==> config.mk <==
export PLATFORM = sky130hd
export DESIGN_NAME = sap1_ram_loader
export DESIGN_NICKNAME = d
export VERILOG_FILES = /design/src/rtl/sap1_loader_pkg.sv /design/src/rtl/loader_write_timer.sv /design/src/rtl/sap1_ram_loader.sv
export SDC_FILE = /design/constraint.sdc
export NUM_CORES = 1
export LEC_CHECK = 0
export CELL_PAD_IN_SITES_DETAIL_PLACEMENT = 2
export CELL_PAD_IN_SITES_GLOBAL_PLACEMENT = 2
export CORE_MARGIN = 4
export CORE_UTILIZATION = 27
export CTS_BUF_LIST = sky130_fd_sc_hd__clkbuf_16
export CTS_CLUSTER_DIAMETER = 200
export DETAILED_ROUTE_END_ITERATION = 6
export GPL_TIMING_DRIVEN = 0
export PLACE_DENSITY_LB_ADDON = 0.1
export SETUP_SLACK_MARGIN = 0.4
export SYNTH_ARGS = -nofsm -noshare
export SYNTH_HDL_FRONTEND = slang
export SYNTH_HIERARCHICAL = 1
export SYNTH_SLANG_ARGS = --single-unit
==> constraint.sdc <==
create_clock -name clk -period 3.5 [get_ports clk]
set_clock_uncertainty 0.1 [all_clocks]
set_input_delay 0.7 -clock clk [delete_from_list [all_inputs] [get_ports clk]]
set_output_delay 0.7 -clock clk [all_outputs]
set_load 0.02 [all_outputs]
==> src/rtl/sap1_loader_pkg.sv <==
// rtl/sap1_loader_pkg.sv - shared widths, defaults and state encoding for the SAP-1 RAM loader
package sap1_loader_pkg;

  localparam int ADDR_W           = 4;
  localparam int DATA_W           = 8;
  localparam int DEF_WORDS        = 16;
  localparam int DEF_WRITE_CYCLES = 1;

  typedef enum logic [2:0] {
    ST_IDLE      = 3'd0,
    ST_WAIT_BYTE = 3'd1,
    ST_SETUP     = 3'd2,
    ST_WRITE     = 3'd3,
    ST_HOLD      = 3'd4,
    ST_VERIFY    = 3'd5,
    ST_DONE      = 3'd6
  } state_e;

endpackage

==> src/rtl/loader_write_timer.sv <==
// rtl/loader_write_timer.sv - loadable down-counter producing the active-low RAM write strobe
module loader_write_timer #(
  parameter int WRITE_CYCLES = 1
) (
  input  logic clk,
  input  logic clr,
  input  logic load,
  output logic strobe_n,
  output logic tc
);

  localparam int CNT_W = (WRITE_CYCLES > 1) ? $clog2(WRITE_CYCLES) : 1;
  localparam logic [CNT_W-1:0] LOAD_VAL = CNT_W'(WRITE_CYCLES - 1);

  logic [CNT_W-1:0] cnt_q, cnt_d;
  logic             strobe_n_q, strobe_n_d;

  // The strobe is a flop output so an async clr releases it without waiting for an edge.
  always_comb begin
    cnt_d      = cnt_q;
    strobe_n_d = strobe_n_q;
    if (load) begin
      cnt_d      = LOAD_VAL;
      strobe_n_d = 1'b0;
    end else if (!strobe_n_q) begin
      if (cnt_q == '0) begin
        strobe_n_d = 1'b1;
      end else begin
        cnt_d = cnt_q - CNT_W'(1);
      end
    end
  end

  always_ff @(posedge clk or posedge clr) begin
    if (clr) begin
      cnt_q      <= '0;
      strobe_n_q <= 1'b1;
    end else begin
      cnt_q      <= cnt_d;
      strobe_n_q <= strobe_n_d;
    end
  end

  assign strobe_n = strobe_n_q;
  assign tc       = !strobe_n_q && (cnt_q == '0);

endmodule

==> src/rtl/sap1_ram_loader.sv <==
// rtl/sap1_ram_loader.sv - byte-stream programming front-end for the SAP-1 16x8 program RAM
// Optional readback verify compiled in with SAP1_LOADER_READBACK_EN.
module sap1_ram_loader
  import sap1_loader_pkg::*;
#(
  parameter int WORDS        = DEF_WORDS,
  parameter int WRITE_CYCLES = DEF_WRITE_CYCLES
) (
  input  logic              clk,
  input  logic              clr,
  input  logic              start,
  input  logic              abort,
  input  logic              byte_valid,
  input  logic [DATA_W-1:0] byte_data,
  output logic              byte_ready,
  input  logic [ADDR_W-1:0] mar_address,
  input  logic [DATA_W-1:0] memory_value,
  output logic [ADDR_W-1:0] address,
  output logic [DATA_W-1:0] programmer_data,
  output logic              read_or_write,
  output logic              run_or_prog,
  output logic              loading,
  output logic              done,
  output logic              verify_error
);

  localparam logic [ADDR_W-1:0] LAST_ADDR = ADDR_W'(WORDS - 1);

  state_e            state_q, state_d;
  logic [ADDR_W-1:0] addr_q, addr_d;
  logic [DATA_W-1:0] data_q, data_d;
  logic              rop_q, rop_d;
  logic              ready_q, ready_d;
  logic              done_q, done_d;
  logic              loading_q, loading_d;
  logic              verr_q, verr_d;
  logic              abort_pend_q, abort_pend_d;
  logic              end_of_byte;
  logic              timer_load, timer_strobe_n, timer_tc;

  loader_write_timer #(.WRITE_CYCLES(WRITE_CYCLES)) u_write_timer (
    .clk      (clk),
    .clr      (clr),
    .load     (timer_load),
    .strobe_n (timer_strobe_n),
    .tc       (timer_tc)
  );

  always_comb begin
    state_d      = state_q;
    addr_d       = addr_q;
    data_d       = data_q;
    verr_d       = verr_q;
    abort_pend_d = abort_pend_q;
    end_of_byte  = 1'b0;
    case (state_q)
      ST_IDLE: begin
        if (start && !abort) begin
          state_d = ST_WAIT_BYTE;
          addr_d  = '0;
          verr_d  = 1'b0;
        end
      end
      ST_WAIT_BYTE: begin
        if (abort) begin
          state_d = ST_IDLE;
        end else if (byte_valid && ready_q) begin
          data_d  = byte_data;
          state_d = ST_SETUP;
        end
      end
      ST_SETUP: state_d = abort ? ST_IDLE : ST_WRITE;
      // An abort during the strobe is remembered and honoured once HOLD is reached.
      ST_WRITE: begin
        if (abort) abort_pend_d = 1'b1;
        if (timer_tc) state_d = ST_HOLD;
      end
      ST_HOLD: begin
        if (abort || abort_pend_q) begin
          state_d = ST_IDLE;
        end else begin
`ifdef SAP1_LOADER_READBACK_EN
          state_d = ST_VERIFY;
`else
          end_of_byte = 1'b1;
`endif
        end
      end
`ifdef SAP1_LOADER_READBACK_EN
      ST_VERIFY: begin
        if (memory_value != data_q) verr_d = 1'b1;
        if (abort) state_d = ST_IDLE;
        else       end_of_byte = 1'b1;
      end
`endif
      ST_DONE: state_d = ST_IDLE;
      default: state_d = ST_IDLE;
    endcase

    if (end_of_byte) begin
      if (addr_q == LAST_ADDR) begin
        state_d = ST_DONE;
      end else begin
        addr_d  = addr_q + ADDR_W'(1);
        state_d = ST_WAIT_BYTE;
      end
    end

    if (state_d == ST_IDLE) abort_pend_d = 1'b0;

    ready_d   = (state_d == ST_WAIT_BYTE);
    rop_d     = (state_d == ST_IDLE) || (state_d == ST_DONE);
    done_d    = (state_d == ST_DONE);
    loading_d = (state_d != ST_IDLE);
  end

  assign timer_load = (state_q == ST_SETUP) && (state_d == ST_WRITE);

  always_ff @(posedge clk or posedge clr) begin
    if (clr) begin
      state_q      <= ST_IDLE;
      addr_q       <= '0;
      data_q       <= '0;
      rop_q        <= 1'b1;
      ready_q      <= 1'b0;
      done_q       <= 1'b0;
      loading_q    <= 1'b0;
      verr_q       <= 1'b0;
      abort_pend_q <= 1'b0;
    end else begin
      state_q      <= state_d;
      addr_q       <= addr_d;
      data_q       <= data_d;
      rop_q        <= rop_d;
      ready_q      <= ready_d;
      done_q       <= done_d;
      loading_q    <= loading_d;
      verr_q       <= verr_d;
      abort_pend_q <= abort_pend_d;
    end
  end

  assign address         = rop_q ? mar_address : addr_q;
  assign programmer_data = data_q;
  assign read_or_write   = timer_strobe_n;
  assign run_or_prog     = rop_q;
  assign byte_ready      = ready_q;
  assign loading         = loading_q;
  assign done            = done_q;

`ifdef SAP1_LOADER_READBACK_EN
  assign verify_error = verr_q;
`else
  logic unused_readback;
  assign unused_readback = ^{memory_value, verr_q};
  assign verify_error    = 1'b0;
`endif

endmodule

Yosys cells after proc, flatten, opt, wreduce, memory -nomap -nowiden
Cells that the tools add are included.
Word-level totals
  flip-flop bits (word level): 22
  input bits: 25
  output and inout port bits: 18
  logic and storage cells: 63
Operators by class
  $add $sub $neg: 2
  eq/ne operators: 9
  multiplexer cells: 25
  bitwise operators: 2
  reductions and logical operators: 15
Operators by type and width (number)
  3-bit 2-to-1 mux: 7
  4-bit 2-to-1 mux: 5
  3-bit one-hot mux with 5 select lines: 1
  1-bit 2-to-1 mux: 11
  3-bit by 2-bit equality test with 1-bit output, second input constant: 3
  3-bit by 1-bit equality test with 1-bit output, second input constant: 2
  3-bit equality test, second input constant: 2
  3-bit logical NOT: 2
  4-bit by 1-bit adder with 4-bit output, second input constant: 1
  4-bit equality test, second input constant: 1
  1-bit logical AND: 4
  2-bit nonzero test: 2
  3-bit AND reduction: 1
  3-bit nonzero test: 1
  1-bit logical NOT: 2
  1-bit logical OR: 2
  2-bit 2-to-1 mux: 1
  2-bit inequality test, second input constant: 1
  1-bit inverter: 2
  2-bit AND reduction: 1
  1-bit subtractor, second input constant: 1

Logic depth before layout (Yosys ltp)
  word-level depth: 8
  depth in mapped cells: 5
  gate-level depth less buffers: 5

By module
The synthesis kept the hierarchy.
Modules (own cells, without submodules)
  sap1_ram_loader: times used 1, cells an instance 82, area an instance 992.2 sq um, seq. area each 501.7 sq um
  loader_write_timer: times used 1, cells an instance 4, area an instance 37.5 sq um, seq. area each 26.3 sq um

Worst setup path after synthesis
Ideal clock, no wire load.
  path type: register to output
  start point: reg rop_q, in the netlist run_or_prog
  end point: out address[0]
  arrival: 1.014 ns
  required time: 2.700 ns
  setup slack: 1.686 ns
  stages on the path, launching flop included: 2
  buffers on the path: 0
  cell sequence: dfstp_2 > mux2_2
Between the ends
  cells in the longest elaborated chain, start to end: 1
RTL lines
  start: declaration: RTL line sap1_ram_loader.sv:32  | logic rop_q, rop_d;
  start signal: assignment: RTL line sap1_ram_loader.sv:134  | rop_q <= rop_d;
  4-bit 2-to-1 mux: RTL line sap1_ram_loader.sv:143  | assign address = rop_q ? mar_address : addr_q;
  end: declaration: RTL line sap1_ram_loader.sv:18  | output logic [ADDR_W-1:0] address,
No other way between the ends.

Worst setup path in the final report
  start point: in mar_address[2]
  end point: out address[2]
Between the ends
  cells in the longest elaborated chain, start to end: 1
RTL lines
  start: declaration: RTL line sap1_ram_loader.sv:16  | input logic [ADDR_W-1:0] mar_address,
  4-bit 2-to-1 mux: RTL line sap1_ram_loader.sv:143
No other way between the ends.

==> results.md <==
- Status: completed
- Hold buffer count at cts: 0
- Min Tclk post-route: 2690 ps
- NumNets Final: 150
- CTS Buf Count: 3
- Final cell count without fillers: 171
- Crit start category: primary input
- Fin util: 0.410
- Cell count after placement: 167
- YS warnings: 6
- Hold Fails Final Rpt: 0
- Slew margin rel.: 0.487
- I/O pin count: 43
- Post-synthesis register bit count: 21
- Critical Path End Type: output port
- Maximum root-to-sink buffer count: 2
- Clock Latency Late Sink: 250 ps
- CP Max Fanout: 1
- Layout fillers: 384
- Via count: 788
- Synth cell types: 34
- Worst path arrival time: 1890 ps
- Post_cts resized: 0
- Vias per inst: 4.61
- Initial antenna violation count: 0
- Max-Cap Viols: 0
- Setup Buffers After CTS: 0
- Syn-to-layout area delta: 45.7%
- Sequential Power Share: 0.365
- Area contributors post-synth: dfrtp_1, mux2_4, dfstp_2
- Hold slack: 409 ps
- Die ar.: 4870 um^2
- Vias in the first global route: 886
- DRT iter0 DRCs: 21
- Total grt overflow: 0
- Core box area: 3660 um^2
- Final setup viols: 0
- Initial Utilization: 0.281
- Crit Path Class: in2out
- Share of cells above drive strength 1: 0.203
- Reg area: 528 um^2
- Finished Cell Area: 1500 um^2
- Switch Pwr: 0.291 mW
- Buffers on Ports: 33
- Synth area leader: dfrtp_1
- CTS root buffer: clkbuf_16
- Avg Cell Area, Syn: 12.0 um^2
- Pwr dens: 639 nW/um^2
- RSZ-0062 raised after global routing: no
- Clock power frac: 0.253
- Pre-antenna DRT Iters: 3
- Die Span X: 69.8 um
- CTS tree: yes
- Post-DP HPWL: 1980 um
- Setup TNS: 0 ps
- Most common cell in the netlist: dfrtp_1
- Worst-path clk slew: 60 ps
- DRC errors left: 0
- FFs w/ async S/R, synth: 1.00
- Largest net degree at the start of global routing: 21
- Period utilization: 0.770
- Cell internal pwr: 0.667 mW
- CTS sink count: 21
- Number of flops mapped to enable cells by yosys: 0
- Post-route ant nets: 0
- H-tree Lvls: 1
- RD Place Congestion: 0.743
- Peak VDD IR: 0.000201 V
- Crit path required time: 2700 ps
- Max frequency: 371 MHz
- Syn Inst Count: 86
- Post-synthesis sequential area ratio: 0.513
- Commonest cells in the netlist: dfrtp_1, mux2_4, o21ai_0, inv_1, nand3_1
- Max-slew violations: 0
- Global Route Usage Sum: 0.115
- Net Sw Frac: 0.304
- Wire per inst: 15.1 um
- Class of the worst hold path: reg2reg
- Logic gate share of total power: 0.382
- Worst Max-Slew Pin Slew: 768 ps
- Die Y: 69.8 um
- First-pass GRT wire length: 4420 um
- Leakage: 0.654 nW
- Multi-input logic area: 464 um^2
- Area share of the largest cell type after synthesis: 0.462
- Top_reg_cell synth: dfrtp_1
- Synthesized Nets: 112
- Synthesized area: 1030 um^2
- DRT Wirelength: 2590 um
- Placed Area: 1420 um^2
- Num rows: 22
- # diodes: 0
-- cell type report --
class	instances	area share
tap	48	0.0400
inverter	5	0.0125
sequential	21	0.352
buffer	2	0.0125
timing repair buffer	33	0.220
multi-input combinational	58	0.309
clock buffer	3	0.0500
clock inverter	1	0.00334
-- cells by family (layout without fill, tap and decap cells) --
logic type,Yosys count,count (layout),share of synthesized area
compound gates,17,17,0.105
xor+xnor,1,1,0.00851
fa+ha+maj,1,1,0.0121
buf+inv,7,44,0.0365
flops,21,21,0.513
mux,12,12,0.160
other cells,1,1,0.00364
simple gates,26,26,0.162
-- metrics by stage --
step	power, mW	setup WS [ps]
final	0.958	806
after global routing	1.01	768
after CTS	0.974	795
after detailed placement	0.725	795
after global placement	0.714	813
after floorplan	0.551	1690
-- layer usage --
layer,global-route usage,part of all wire,vias up
li1,-,-,375
met1,0.145,0.44,387
met2,0.183,0.49,21
met3,0.0275,0.046,5
met4,0.0574,0.022,0
met5,0,0,-
-- power by group through the flow --
stage / logic, mW / registers (mW) / clock network [mW]
floorplan: 0.139 / 0.411 / 0
global placement: 0.366 / 0.348 / 0
detailed placement: 0.371 / 0.355 / 0
CTS: 0.373 / 0.352 / 0.250
global route: 0.391 / 0.360 / 0.260
finish: 0.366 / 0.349 / 0.243
-- layout by cell type (no fill, tap or decap), types with 3 or more instances in the layout --
cell	n
clkbuf_16	3
nor2_1	4
inv_1	5
mux2_2	4
nor2b_1	3
clkdlybuf4s50_1	33
dfrtp_1	19
nand3_1	5
o21ai_0	7
mux2_4	8
-- worst max-delay path: stages --
cell             delay [ps]
clkdlybuf4s50_1         400
mux2_2                  260
clkdlybuf4s50_1         540
-- sequential cells by signal, summed over array words and instances, names as in the netlist --
signal                  cells
u_write_timer/strobe_n      1
addr_q                      4
programmer_data             8
done                        1
run_or_prog                 1
byte_ready                  1
abort_pend_q                1
loading                     1
state_q                     3
-- worst paths after layout --
kind                       depth (start not counted)                     end  slack [ps]            from
setup / recovery                                   3              address[2]         810  mar_address[2]
hold / removal                                     1            abort_pend_q         410    abort_pend_q
setup reg to reg                                   5      programmer_data[1]        1780      state_q[0]
hold reg to reg                                    1            abort_pend_q         410    abort_pend_q
max in group asynchronous                          2               addr_q[1]        2000             clr
min in group asynchronous                          2  u_write_timer/strobe_n         670             clr
No activity file was read; power rests on OpenSTA's default activity.
